`config.mk`:
```
export PLATFORM = sky130hd
export DESIGN_NAME = pipe_hazard_ctrl
export DESIGN_NICKNAME = d
export VERILOG_FILES = /design/src/rtl/pipe_hazard_ctrl.sv
export SDC_FILE = /design/constraint.sdc
export NUM_CORES = 1
export LEC_CHECK = 0
export ABC_CLOCK_PERIOD_IN_PS = 6100
export CORE_MARGIN = 4
export CORE_UTILIZATION = 50
export CTS_CLUSTER_SIZE = 30
export DETAILED_ROUTE_END_ITERATION = 10
export GPL_TIMING_DRIVEN = 0
export HOLD_SLACK_MARGIN = 0.02
export PLACE_DENSITY = 0.86
export SLEW_MARGIN = 0
export SYNTH_ARGS = -nofsm -noshare
export SYNTH_HDL_FRONTEND = slang
export SYNTH_SLANG_ARGS = --single-unit
```
`constraint.sdc`:
```
create_clock -name Clock_i -period 6.1 [get_ports Clock_i]
set_input_delay 1.83 -clock Clock_i [delete_from_list [all_inputs] [get_ports Clock_i]]
set_output_delay 1.83 -clock Clock_i [all_outputs]
set_load 0.02 [all_outputs]
```
`src/rtl/pipe_hazard_ctrl.sv`:
```
// Pipeline sequencer: PC/IF-ID control, ID/EX bubbles, back-end freeze on slow data memory, halt drain.
// Latency: control outputs are combinational (0 cycles); state and counters update on the next Clock_i edge.
// Backpressure: an un-acked data access freezes the whole pipe; a load-use hazard stalls the front end for one cycle.
//
// Ports:
//   Clock_i, Reset_n_i            clock, asynchronous active-low reset
//   IDEX_* / IFID_*               load-use hazard operands (load in EX, sources of the instruction in ID)
//   Branch_taken_i, Jump_i        control-flow redirect resolved in ID
//   IMem_ready_i                  instruction fetch valid
//   EXMEM_MemAccess_i, DMem_ack_i data-memory handshake for the MEM stage
//   Halt_i                        halt decoded in ID
//   PCWrite_o, IFID_*_o, IDEX_Bubble_o, Pipe_Hold_o, DMem_req_o   pipeline controls
//   State_o, Halted_o, Error_o    FSM status
//   StallCount_o, FlushCount_o    saturating performance counters
module pipe_hazard_ctrl #(
    parameter int MEM_TIMEOUT = 255
) (
    input  logic        Clock_i,
    input  logic        Reset_n_i,
    input  logic        IDEX_MemRead_i,
    input  logic [4:0]  IDEX_RegRt_i,
    input  logic [4:0]  IFID_RegRs_i,
    input  logic [4:0]  IFID_RegRt_i,
    input  logic        IFID_UsesRt_i,
    input  logic        Branch_taken_i,
    input  logic        Jump_i,
    input  logic        IMem_ready_i,
    input  logic        EXMEM_MemAccess_i,
    input  logic        DMem_ack_i,
    input  logic        Halt_i,
    output logic        PCWrite_o,
    output logic        IFID_Stall_o,
    output logic        IFID_Flush_o,
    output logic        IFID_Write_o,
    output logic        IDEX_Bubble_o,
    output logic        Pipe_Hold_o,
    output logic        DMem_req_o,
    output logic [1:0]  State_o,
    output logic        Halted_o,
    output logic        Error_o,
    output logic [15:0] StallCount_o,
    output logic [15:0] FlushCount_o
);

    localparam logic [1:0] ST_RUN   = 2'd0;
    localparam logic [1:0] ST_DWAIT = 2'd1;
    localparam logic [1:0] ST_HALT  = 2'd2;
    localparam logic [1:0] ST_ERROR = 2'd3;

    // Last value of the wait counter before giving up on the access.
    localparam logic [7:0] WAIT_LAST = 8'(MEM_TIMEOUT - 1);

    logic [1:0]  state_q, state_d;
    logic [7:0]  wait_cnt_q, wait_cnt_d;
    logic [15:0] stall_cnt_q, flush_cnt_q;

    logic hazard;
    logic issue;        // front-end priorities (hazard..advance) apply this cycle
    logic pc_write, stall, flush, bubble, hold, dmem_req;
    logic count_en;

    assign hazard = IDEX_MemRead_i && (IDEX_RegRt_i != 5'd0) &&
                    ((IDEX_RegRt_i == IFID_RegRs_i) ||
                     (IFID_UsesRt_i && (IDEX_RegRt_i == IFID_RegRt_i)));

    always_comb begin
        pc_write   = 1'b0;
        stall      = 1'b0;
        flush      = 1'b0;
        bubble     = 1'b0;
        hold       = 1'b0;
        dmem_req   = 1'b0;
        issue      = 1'b0;
        state_d    = state_q;
        wait_cnt_d = wait_cnt_q;

        case (state_q)
            ST_RUN: begin
                dmem_req = EXMEM_MemAccess_i;
                if (EXMEM_MemAccess_i && !DMem_ack_i) begin
                    stall      = 1'b1;
                    hold       = 1'b1;
                    state_d    = ST_DWAIT;
                    wait_cnt_d = 8'd0;
                end else begin
                    issue = 1'b1;
                end
            end
            ST_DWAIT: begin
                dmem_req = 1'b1;
                if (!DMem_ack_i) begin
                    stall      = 1'b1;
                    hold       = 1'b1;
                    wait_cnt_d = wait_cnt_q + 8'd1;
                    if (wait_cnt_q == WAIT_LAST) begin
                        state_d = ST_ERROR;
                    end
                end else begin
                    issue   = 1'b1;
                    state_d = ST_RUN;
                end
            end
            ST_HALT: begin
                flush = 1'b1;
            end
            default: begin
                stall = 1'b1;
                hold  = 1'b1;
            end
        endcase

        // Hazard outranks redirect so IF/ID never sees stall and flush together.
        if (issue) begin
            if (hazard) begin
                stall  = 1'b1;
                bubble = 1'b1;
            end else if (Branch_taken_i || Jump_i) begin
                pc_write = 1'b1;
                flush    = 1'b1;
            end else if (!IMem_ready_i) begin
                flush = 1'b1;
            end else begin
                pc_write = 1'b1;
                if (Halt_i) begin
                    state_d = ST_HALT;
                end
            end
        end
    end

    // Controls are forced low while reset is held, independent of the inputs.
    assign PCWrite_o     = Reset_n_i & pc_write;
    assign IFID_Stall_o  = Reset_n_i & stall;
    assign IFID_Flush_o  = Reset_n_i & flush;
    assign IFID_Write_o  = Reset_n_i & ~stall;
    assign IDEX_Bubble_o = Reset_n_i & bubble;
    assign Pipe_Hold_o   = Reset_n_i & hold;
    assign DMem_req_o    = Reset_n_i & dmem_req;
    assign State_o       = state_q;
    assign Halted_o      = (state_q == ST_HALT);
    assign Error_o       = (state_q == ST_ERROR);
    assign StallCount_o  = stall_cnt_q;
    assign FlushCount_o  = flush_cnt_q;

    assign count_en = (state_q == ST_RUN) || (state_q == ST_DWAIT);

    always_ff @(posedge Clock_i or negedge Reset_n_i) begin
        if (!Reset_n_i) begin
            state_q     <= ST_RUN;
            wait_cnt_q  <= 8'd0;
            stall_cnt_q <= 16'd0;
            flush_cnt_q <= 16'd0;
        end else begin
            state_q    <= state_d;
            wait_cnt_q <= wait_cnt_d;
            if (count_en && !pc_write && (stall_cnt_q != 16'hFFFF)) begin
                stall_cnt_q <= stall_cnt_q + 16'd1;
            end
            if (count_en && flush && (flush_cnt_q != 16'hFFFF)) begin
                flush_cnt_q <= flush_cnt_q + 16'd1;
            end
        end
    end

endmodule
```
======== Word level (Yosys, flattened, before mapping) ========
Cells that the tools add are included.
operators by class
  add/subtract/negate cells ............... 3
  multiply operators ...................... 0
  divide/modulo/power cells ............... 0
  magnitude comparators ................... 0
  equal/unequal tests ..................... 10
  shift operators ......................... 0
  multiplexer cells ....................... 32
  bitwise logic cells ..................... 8
  reduce and logical (&&, ||, !) cells .... 17
operators with widths
  operator                 count
  $add A16 B1 Y16 const B  2
  $ne A16 B16 Y1 const B   2
  $mux W1                  17
  $mux W2                  8
  $mux W8                  2
  $pmux W8 S2              1
  $eq A5 B5 Y1             2
  $add A8 B1 Y8 const B    1
  $eq A8 B8 Y1 const B     1
  $logic_and A1 B1 Y1      8
  $and A1 B1 Y1            7
  $reduce_bool A5 Y1       1
  $eq A2 B2 Y1 const B     2
  $ne A2 B2 Y1 const B     2
  $pmux W1 S2              2
  $pmux W2 S2              1
  $logic_or A1 B1 Y1       3
  $pmux W1 S3              1
  $reduce_and A3 Y1        1
  $eq A2 B1 Y1 const B     1
  $logic_not A1 Y1         2
  $logic_not A2 Y1         1
  $reduce_bool A2 Y1       1
  $not A1 Y1               1
word-level totals
  bits in registers ....................... 42
  latch bits .............................. 0
  memory bits (writable) .................. 0
  memory bits (read-only) ................. 0
  memories ................................ 0

======== Longest topological paths before layout ========
  depth in word-level cells ............... 9
  mapped depth ............................ 8
  depth with buffers taken out ............ 7

======== Least setup slack after synthesis ========
OpenSTA, ideal clock, no wires.
  path kind ............................... input to output
  from .................................... input port IDEX_RegRt_i[4]
  to ...................................... output port IFID_Stall_o
  arrival time ............................ 3058 ps
  path slack .............................. 1212 ps
  stages on the path ...................... 6
  buffers on the path ..................... 0
  cells stage by stage .................... xor2_1 nor4_2 a32oi_1 nor2_1 nand2_1 a21oi_1
on the way
  cells in the longest elaborated chain, start to end .. 7
ends and longest elaborated chain
  what                   line  source
  start: declaration     21    input logic [4:0] IDEX_RegRt_i,
  $eq A5 B5 Y1           64    (IFID_UsesRt_i && (IDEX_RegRt_i == IFID_RegRt_i)));
  $logic_and A1 B1 Y1    64
  $logic_or A1 B1 Y1     63    ((IDEX_RegRt_i == IFID_RegRs_i) ||
  $logic_and A1 B1 Y1 *  62    assign hazard = IDEX_MemRead_i && (IDEX_RegRt_i != 5'd0) &&
  $mux W1 *              114   if (hazard) begin
  $mux W1 *              113   if (issue) begin
  $and A1 B1 Y1 *        133   assign IFID_Stall_o = Reset_n_i & stall;
  end: declaration       32    output logic IFID_Stall_o,
Every way passes the cells marked *; elsewhere a longest branch is shown, timed or not.

======== Worst setup path after layout ========
  from .................................... input port IDEX_RegRt_i[1]
  to ...................................... output port IFID_Flush_o
on the way
  cells in the longest elaborated chain, start to end .. 7
ends and longest elaborated chain
  what                   line  source
  $eq A5 B5 Y1           64
  $logic_and A1 B1 Y1    64
  $logic_or A1 B1 Y1     63
  $logic_and A1 B1 Y1 *  62
  $mux W1 *              114
  $mux W1 *              113
  $and A1 B1 Y1 *        134   assign IFID_Flush_o = Reset_n_i & flush;
  end: declaration       33    output logic IFID_Flush_o,
Marked as above.

==> results.md <==
* Top Ports at 68
* CP endpoint kind: primary output
* Largest net degree at the start of global routing at 43
* Max-cap violations at 0
* Synth area leader: dfrtp_1
* Depth of the CTS H-tree at 2
* Pre-antenna DRT Iters at 4
* Critical path startpoint category: input port
* Final Util at a little under three quarters
* Wire per inst at about 15 microns
* Cell mode on critical path: clkdlybuf4s50_1
* Longest Clk Path Bufs at 2
* Final min period at 5.91 ns
* Die width at 75.8 microns
* Slowest CP cell: clkdlybuf4s50_1
* CTS Buf Count at 5
* Clk sink count at 42
* Avg Inst Size Synth at 10.3 sq um
* Power density cells at 340 nW/um^2
* Final hold vios at 0
* Synth top area share at 45.7%
* Leakage power at 1.29 nW
* Die area at 5750 sq um
* # diodes at 0
* Core area at between 4000 and 5000 sq um
* DP Cell Count at approximately 340
* Worst EP required at 4.27 ns
* CP delay by family, top: buffers and inverters
* GRT Overall Usage at 20.0%
* Overflow after GRT at 0
* Number of global-route vias before repair at approximately 1.9k
* Vias per cell at around 5.5
* Pre-CTS setup slack at 0.171 ns
* Arr. time, crit path at 4.08 ns
* Synth Instances at between 200 and 250
* Worst-margin pin slew at between 1 and 1.5 ns
* Clock Latency Late Sink at around 0.3 ns
* Fmax at between 0.15 and 0.2 GHz
* Maximum VDD drop at 0.000265 V
* EDFF count, synth at 0
* Initial core utilization at 52.1%
* Ys async rst share at 100%
* Critical path's largest stage delay at 0.59 ns
* Setup-violating endpoint count in the final report at 0
* Count leader, synth: dfrtp_1
* DRT Wirelength at 5210 microns
* Worst hold path class: reg -> reg
* First-pass GRT wire length at slightly below 9000 microns
* DRT iter0 DRCs at between 100 and 150
* Synth area leaders: dfrtp_1 46%, xor2_1 9.9%, xnor2_1 6.9%, and3_1 3.5%, nand4_1 3.5%
* Cell Rows at 24
* Slew headroom at 29.7%
* Commonest cells in the synthesized netlist: 42 x dfrtp_1, 26 x xor2_1, 19 x nor2_1, 18 x xnor2_1, 14 x nand2_1
* Post-CTS setup buffer count at 0
* Cell Area, Placed at 3050 sq um
* PostCTS Resize Cnt at 0
* Outcome: completed
* Yosys Warn Count at 0
* Root Driver: clkbuf_8
* Post-route worst setup slack at 0.187 ns
* Post-synthesis sequential area ratio at between 40% and 50%
* CTS tree: done
* DRC viols at 0
* Crit path buf inv count at 2
* Fin crit share at ~97%
* Critical Path Fanout Max at 3
* TNS Setup at 0 ns
* Worst-path clk slew at 0.08 ns
* Die H at 75.8 microns
* Slew Viols, Final at 0
* Final instance area at around 3200 sq um
* #FFs+latches synth at 42
* Syn Std Cell Area at 2300 sq um
* Total Nets Final at 327
* DR vias at 1,931
* Final Non-Filler Cells at between 300 and 400
* Hpwl dp at 3960 microns
* Syn-to-layout area delta at 37.3%
* Share of post-route cells with drive strength above 1 at 10.7%
* Input/output buffers at 67
* Worst-path cell chain: clkdlybuf4s50_1 -> or4_4 -> o21ai_4 -> nor2_1 -> nor3_1 -> o21a_1 -> clkdlybuf4s50_1
* Setup CP Type: in -> out
* Hold_buf cts at 0
* Post-DRT Antenna Nets at 0
* Ys flop type: dfrtp_1
* RSZ-0062 raised after global routing: false
* Skew final at 0.00809 ns
* Syn Nets at 252
* RD Place Congestion at 0.793
* Post-synthesis cell type count at 40
* Initial antenna violation count at 0
==> metrics by stage <==
step                      hold WS [ns]  total power [mW]
after floorplan                  0.505             0.656
after global placement           0.476             0.850
after detailed placement         0.484             0.862
after CTS                        0.497              1.08
after global routing             0.533              1.14
final                            0.494              1.07
==> logic make-up after synthesis <==
logic type,share of synthesized area (%)
simple gates,26.0
mux,1.41
buf+inv,2.61
fa+ha+maj,2.18
xor+xnor,16.8
flops,45.7
compound gates,5.39
==> state kept, by name, summed over array words and instances (netlist names) <==
register	cells
FlushCount_o	16
State_o	2
wait_cnt_q	8
StallCount_o	16
==> report_power, final <==
group | switching [mW] | internal (mW)
Clock | 0.0937 | 0.122
Combinational | 0.213 | 0.212
Sequential | 0.0891 | 0.344
Total | 0.396 | 0.679
==> final timing paths <==
path                       slack, ns  depth (start not counted)             start               end
setup / recovery                0.19                          7   IDEX_RegRt_i[1]      IFID_Flush_o
hold / removal                  0.49                          1  StallCount_o[10]  StallCount_o[10]
setup reg to reg                3.78                          8   FlushCount_o[0]  FlushCount_o[15]
hold reg to reg                 0.49                          1  StallCount_o[10]  StallCount_o[10]
max in group asynchronous       4.34                          2         Reset_n_i   StallCount_o[2]
min in group asynchronous       1.34                          1         Reset_n_i        State_o[0]
==> layout by cell type, fill, tap and decap left out, types with 2 or more instances in the layout <==
master           instances
and3_1                  13
a21oi_1                  3
and2_1                   2
and4_1                   2
nor2_2                   8
nand4_1                 13
dfrtp_1                 42
xnor2_1                 18
xor2_1                  26
o211ai_2                 2
nor3_1                   8
nor4_2                   2
clkbuf_1                 2
clkdlybuf4s50_1         66
nand3_1                 13
clkbuf_8                 5
buf_4                    2
o21ai_0                  2
nand2_1                 14
or3_1                    3
inv_1                    6
ha_1                     4
buf_6                    2
nor2_1                  19
==> layer usage <==
layer	vias to the layer above	track usage (%)	part of all wire, %
met5	-	0	0
met1	945	27.9	44
met3	6	5.15	5.7
met4	0	5.24	1.2
met2	48	31.1	49
li1	932	-	-
==> final cells by class <==
class / instances / area [sq um]
Buffer: 4 / 37.5
Clock buffer: 7 / 76.3
Clock inverter: 1 / 30.0
Fill cell: 343 / 1260
Inverter: 6 / 22.5
Multi-Input combinational cell: 171 / 1190
Sequential cell: 42 / 1050
Tap cell: 52 / 65.1
Timing Repair Buffer: 68 / 686
==> worst reg2reg max path: stages (launching register included) <==
cell      delay [ns]
dfrtp_1         0.44
ha_1            0.25
and3_4          0.18
and3_1          0.21
a311oi_1        0.34
o211ai_2        0.28
buf_6           0.24
nor2_2          0.12
xor2_1          0.16
No activity file was read; power rests on OpenSTA's default activity.
